===== src/rtl/memory_arbiter.sv =====
`default_nettype none
// =============================================================================
// memory_arbiter : round-robin arbiter sharing one memory bus between an
//                  instruction master (m0) and a data master (m1)
// Revision      : 1.0
// =============================================================================

module memory_arbiter #(
    parameter int unsigned TIMEOUT = 255
) (
    input  logic         clk,
    input  logic         reset,

    input  logic         m0_valid,
    input  logic [31:0]  m0_addr,
    input  logic [31:0]  m0_wdata,
    input  logic [3:0]   m0_wstrb,
    output logic         m0_ready,
    output logic [31:0]  m0_rdata,

    input  logic         m1_valid,
    input  logic [31:0]  m1_addr,
    input  logic [31:0]  m1_wdata,
    input  logic [3:0]   m1_wstrb,
    output logic         m1_ready,
    output logic [31:0]  m1_rdata,

    output logic         mem_valid,
    output logic [31:0]  mem_addr,
    output logic [31:0]  mem_wdata,
    output logic [3:0]   mem_wstrb,
    input  logic [7:0]   enables,
    input  logic [7:0]   slave_ready,
    input  logic [255:0] slave_rdata,
    output logic         bus_error
);

    // Counter value seen during the last ACCESS cycle allowed before timeout
    localparam logic [15:0] c_cnt_last = 16'(TIMEOUT - 1);

    typedef enum logic [1:0] {
        IDLE   = 2'd0,
        ACCESS = 2'd1,
        RESP   = 2'd2
    } state_t;

    state_t      r_state;
    logic        r_gnt;
    logic        r_last;
    logic [15:0] r_cnt;
    logic [31:0] r_addr;
    logic [31:0] r_wdata;
    logic [3:0]  r_wstrb;
    logic        r_mem_valid;
    logic        r_m0_ready;
    logic        r_m1_ready;
    logic [31:0] r_m0_rdata;
    logic [31:0] r_m1_rdata;
    logic        r_bus_error;

    logic [2:0]  w_sel;
    logic        w_hit;
    logic        w_sel_ready;
    logic [31:0] w_sel_rdata;
    logic        w_grant_m1;
    logic        w_expired;
    logic        w_done;
    logic        w_fail;
    logic [31:0] w_resp;

    // Lowest-index enable wins when the decoder reports overlapping regions
    always_comb begin
        w_sel = 3'd0;
        for (int i = 7; i >= 0; i--) begin
            if (enables[i]) begin
                w_sel = 3'(i);
            end
        end
    end

    assign w_hit       = |enables;
    assign w_sel_ready = slave_ready[w_sel];
    assign w_sel_rdata = slave_rdata[{w_sel, 5'd0} +: 32];
    assign w_grant_m1  = m1_valid & (~m0_valid | ~r_last);
    assign w_expired   = (r_cnt == c_cnt_last);
    assign w_done      = ~w_hit | w_sel_ready | w_expired;
    assign w_fail      = ~w_hit | (~w_sel_ready & w_expired);
    assign w_resp      = w_fail ? 32'h0 : w_sel_rdata;

    always_ff @(posedge clk or posedge reset) begin
        if (reset) begin
            r_state     <= IDLE;
            r_gnt       <= 1'b0;
            r_last      <= 1'b1;
            r_cnt       <= 16'd0;
            r_addr      <= 32'h0;
            r_wdata     <= 32'h0;
            r_wstrb     <= 4'h0;
            r_mem_valid <= 1'b0;
            r_m0_ready  <= 1'b0;
            r_m1_ready  <= 1'b0;
            r_m0_rdata  <= 32'h0;
            r_m1_rdata  <= 32'h0;
            r_bus_error <= 1'b0;
        end else begin
            case (r_state)
                IDLE: begin
                    if (m0_valid | m1_valid) begin
                        r_state     <= ACCESS;
                        r_mem_valid <= 1'b1;
                        r_gnt       <= w_grant_m1;
                        r_cnt       <= 16'd0;
                        r_addr      <= w_grant_m1 ? m1_addr  : m0_addr;
                        r_wdata     <= w_grant_m1 ? m1_wdata : m0_wdata;
                        r_wstrb     <= w_grant_m1 ? m1_wstrb : m0_wstrb;
                    end
                end

                ACCESS: begin
                    r_cnt <= r_cnt + 16'd1;
                    if (w_done) begin
                        r_state     <= RESP;
                        r_mem_valid <= 1'b0;
                        r_bus_error <= w_fail;
                        r_m0_ready  <= ~r_gnt;
                        r_m1_ready  <= r_gnt;
                        if (r_gnt) begin
                            r_m1_rdata <= w_resp;
                        end else begin
                            r_m0_rdata <= w_resp;
                        end
                    end
                end

                RESP: begin
                    r_state     <= IDLE;
                    r_m0_ready  <= 1'b0;
                    r_m1_ready  <= 1'b0;
                    r_bus_error <= 1'b0;
                    r_last      <= r_gnt;
                    r_cnt       <= 16'd0;
                end

                default: begin
                    r_state     <= IDLE;
                    r_mem_valid <= 1'b0;
                    r_m0_ready  <= 1'b0;
                    r_m1_ready  <= 1'b0;
                    r_bus_error <= 1'b0;
                    r_cnt       <= 16'd0;
                end
            endcase
        end
    end

    assign mem_valid = r_mem_valid;
    assign mem_addr  = r_addr;
    assign mem_wdata = r_wdata;
    assign mem_wstrb = r_wstrb;
    assign m0_ready  = r_m0_ready;
    assign m1_ready  = r_m1_ready;
    assign m0_rdata  = r_m0_rdata;
    assign m1_rdata  = r_m1_rdata;
    assign bus_error = r_bus_error;

endmodule

`default_nettype wire

===== config.mk =====
export PLATFORM = sky130hd
export DESIGN_NAME = memory_arbiter
export DESIGN_NICKNAME = d
export VERILOG_FILES = /design/src/rtl/memory_arbiter.sv
export SDC_FILE = /design/constraint.sdc
export NUM_CORES = 1
export LEC_CHECK = 0
export BUFFER_PORTS_ARGS = -buffer_cell sky130_fd_sc_hd__buf_4
export CAP_MARGIN = 30
export CELL_PAD_IN_SITES_DETAIL_PLACEMENT = 1
export CELL_PAD_IN_SITES_GLOBAL_PLACEMENT = 1
export CORE_AREA = 5 5 210 212
export CTS_CLUSTER_DIAMETER = 100
export DETAILED_ROUTE_END_ITERATION = 6
export DIE_AREA = 0 0 215 217
export GPL_ROUTABILITY_DRIVEN = 0
export PLACE_DENSITY = 0.58
export SKIP_CTS_REPAIR_TIMING = 1
export SLEW_MARGIN = 5
export SYNTH_ARGS = -nofsm -noshare
export SYNTH_HDL_FRONTEND = slang
export SYNTH_SLANG_ARGS = --single-unit

===== constraint.sdc =====
create_clock -name clk -period 5.3 [get_ports clk]
set_input_delay 0.53 -clock clk [delete_from_list [all_inputs] [get_ports clk]]
set_output_delay 0.53 -clock clk [all_outputs]
set_load 0.01 [all_outputs]

==> results.txt <==
----------------------------------------------------
[Outcome]
  Status ... finished clean

[Worst setup path]
  Largest fanout of any net on the critical path ... 66
  Chain of cells forming the critical path ... buf_4 -> nor2b_1 -> o21bai_1 -> and2_4 -> nor2_1 -> o32a_1 -> o211ai_4 -> buf_16 -> o2bb2ai_1
  Reg-to-Reg Start ... r_cnt[0]$_DFFE_PP0N_
  Crit path kind ... in -> reg
  Cell with the largest stage delay on the worst path ... and2_4
  Crit path DAT ... around 3.3 ns
  Timing startpoint of the critical path ... enables[3]
  Worst Reg-to-Reg Cells ... 8
  Max stage delay on crit path ... between 0.6 and 0.7 ns
  Reg-to-reg slack, setup ... 2.76 ns
  Crit path capture ... m1_rdata[25]$_DFFE_PP0P_
  CP required ... roughly 5.7 ns
  RR Endpoint ... m1_rdata[25]$_DFFE_PP0P_
  Element type at the critical path start ... input pin
  CP endpoint kind ... flop

[Placement]
  Total half-perimeter wirelength after legalization and detailed placement ... 38.8 mm
  Number of placed instances, taps included ... ~2,100
  Count of buffers from port buffering ... around 550

[Timing]
  Headroom to the max-slew limit ... between 40% and 50%
  Final min period ... slightly below 3 ns
  Hold Vio Cnt, Final ... 0
  Fin Setup TNS ... 0 ns
  Final count of pins violating max slew ... 0
  Final hold slack ... roughly 0.11 ns
  Final setup violation count ... 0
  Part of the cycle the worst path needs ... between 50% and 60%
  Fmax ... approximately 0.34 GHz
  Clk_skew ... around 0.0077 ns
  Worst slew pin tran ... 0.889 ns
  Setup repair after global routing missed its margin ... no

[Die]
  Core Region ... approximately 42,000 µm²
  Effective utilization at floorplan ... around a fifth
  Die Width ... between 200 and 250 µm
  Ports placed on the boundary ... 548
  Die Height ... 217 µm
  Standard-cell row count ... 75
  Total die area ... ~47,000 µm²

[CTS]
  Max H-tree Level ... 4
  Number of buffers added by the clock tree synthesis step ... 17
  Buffer type at the clock tree root ... clkbuf_16
  CTS Sinks ... roughly 160
  Insertion delay of the later-clocked pin in the worst-skew pair ... around 0.43 ns
  Clock-pin transition on the worst setup and hold timing paths ... ~0.07 ns
  CTS tree ... built
  Number of buffers on the longest clock path ... 2

[Route]
  Avg WL per Cell ... 22.6 µm
  Vias ... slightly below 10,000
  DRT antenna net count ... 0
  First-pass iteration count of the detailed router ... 4
  Total length of routed wires ... just under 50 mm
  Number of vias per cell after detailed routing ... ~4.7
  Remaining DRCs ... 0
  Number of violations reported at the end of detailed-routing iteration 0 ... between 500 and 600

[Power]
  Post-route total power ... about 6.1 mW
  Leakage power figure ... roughly 6.8 nW
  Power per Cell Area ... roughly 430 nW/µm²
  Maximum vdd drop ... approximately 0.23 mV

[Final layout]
  Most common cell after layout, fill and taps aside ... buf_4
  Layout cells sized above 1 ... approximately 38%
  Total of fill cells in the finished design ... 5,070
  Signed area change from the synthesized netlist to the final layout ... 61.3%
  NumNets Final ... 1,983
  Core occupancy in the finished layout ... between 30% and 40%
  Final cell count without fillers ... 2,125
  Most frequent cells in the layout ... 557 x buf_4, 347 x nand2_1, 155 x dfrtp_1

[Logic synthesis]
  Ys flop type ... dfrtp_1
  Multiplexer area fraction after synthesis ... just over 8%
  Asr flop ratio synth ... 100%
  Adder-cell share of the synthesized area ... 0.287%
  Gate count of the mapped netlist ... 1,068
  Number of enable-type register cells in the synthesized netlist ... 0
  Sequential cell area fraction in the yosys report ... about 45%
  Complex-gate fraction of the synthesized area ... between 10% and 20%
  Number of nets in the synthesized netlist ... roughly 1,500
  Area of the mapped netlist ... about 8700 µm²
  Synthesis-stage register bit count ... 156
  Combinational family with the most area after synthesis ... simple AND/OR/NAND/NOR gates
  Synthesized area per cell ... slightly above 8 µm²
  Total of warnings raised by yosys ... 0
  Count of distinct cell types in the synthesized netlist ... 46
  Xor and xnor area share after synthesis ... less than 1%
  Synth Area in Simple Gates ... approximately 29%

[Worst hold path]
  Hold Path Class ... in -> async

[Global routing]
  Number of global-route vias before repair ... 10,500
  Wire length of the first global-routing pass ... approximately 70 mm
  Global router's overall resource usage ... between 10% and 20%
  Number of antenna violations at the first check in global routing ... 4
  Maximum number of pins on one net before global-route repair ... 92
  Overflow left after global routing ... 0

[Run]
  Maximum capacitance violations ... 0

----------------------------------------------------
[cell usage after synthesis, drive strengths merged (2+ instances only)]
master / n / area share [%]
nand2: 348 / 15
dfrtp: 155 / 44
nand3: 136 / 7.8
o21ai: 95 / 5.5
mux2i: 69 / 7.9
o2bb2ai: 65 / 6.5
clkbuf: 61 / 2.6
nand4: 37 / 2.7
buf: 22 / 1.5
nor2: 20 / 0.89
nor3: 8 / 0.46
nor2b: 6 / 0.43
a31oi: 4 / 0.29
and3: 4 / 0.29
nand2b: 4 / 0.29
o31ai: 4 / 0.34
a21oi: 3 / 0.17
ha: 2 / 0.29
inv: 2 / 0.086
nand3b: 2 / 0.17
xor2: 2 / 0.20
[registers in the layout (all words and copies together) (netlist names), 2 cells and up]
signal and cells:
mem_addr 32, m0_rdata 32, r_state 2, m1_rdata 32, mem_wstrb 4, r_cnt 16
mem_wdata 32
[stage by stage]
step	setup WS, ns	instance area [µm²]
global placement	1.60	13300
global route	2.16	14100
floorplan	0.565	8720
CTS	2.33	14100
detailed placement	1.87	13500
finish	2.34	14100
[worst max-delay path, delay by kind of cell]
family                 cells  cell delay [ns]
buffers and inverters      2             0.37
AOI/OAI and AO/OA          4             1.47
and+or+nand+nor            3             0.91
[layer usage]
layer	vias to the layer above	routed length (µm)	global-route usage, %
li1	4737	-	-
met1	4759	19300	23.2
met2	395	23800	34.4
met3	37	3850	6.98
met4	2	1070	6.17
met5	-	13	0
[area by class of cell]
class                      count  area (µm²)  share of cell area, %
multi-input combinational    827        4530                   32.2
inverter                       2        12.5                 0.0889
antenna                        4        10.0                 0.0711
timing repair buffer         565        4350                   30.9
clock inverter                 9         138                  0.978
sequential                   156        3910                   27.7
clock buffer                  23         458                   3.25
tap                          539         674                   4.79
[logic make-up (layout without fill, tap and decap cells)]
family | Yosys count | in the layout
fa+ha+maj | 2 | 2
buf+inv | 85 | 599
compound gates | 181 | 181
mux | 70 | 70
other cells | 0 | 4
flops | 156 | 156
simple gates | 572 | 572
xor+xnor | 2 | 2
[power breakdown]
part,internal [mW],total (mW),switching [mW]
logic,1.28,2.77,1.48
clock network,0.757,1.28,0.527
registers,1.70,2.04,0.336
[worst min-delay path by stage]
stage,slack [ns],depth (start not counted),from,end
2_1_floorplan,0.45,1,r_cnt[7]$_DFFE_PP0N_,r_cnt[7]$_DFFE_PP0N_
3_3_place_gp,0.46,2,mem_addr[11]$_DFFE_PP0P_,mem_addr[11]$_DFFE_PP0P_
3_5_place_dp,0.47,2,mem_addr[24]$_DFFE_PP0P_,mem_addr[24]$_DFFE_PP0P_
4_1_cts,0.11,2,reset,mem_wstrb[1]$_DFFE_PP0P_
5_1_grt,0.14,2,reset,mem_wstrb[1]$_DFFE_PP0P_
6_report,0.11,2,reset,mem_wdata[31]$_DFFE_PP0P_
No activity file was read; power rests on OpenSTA's default activity.
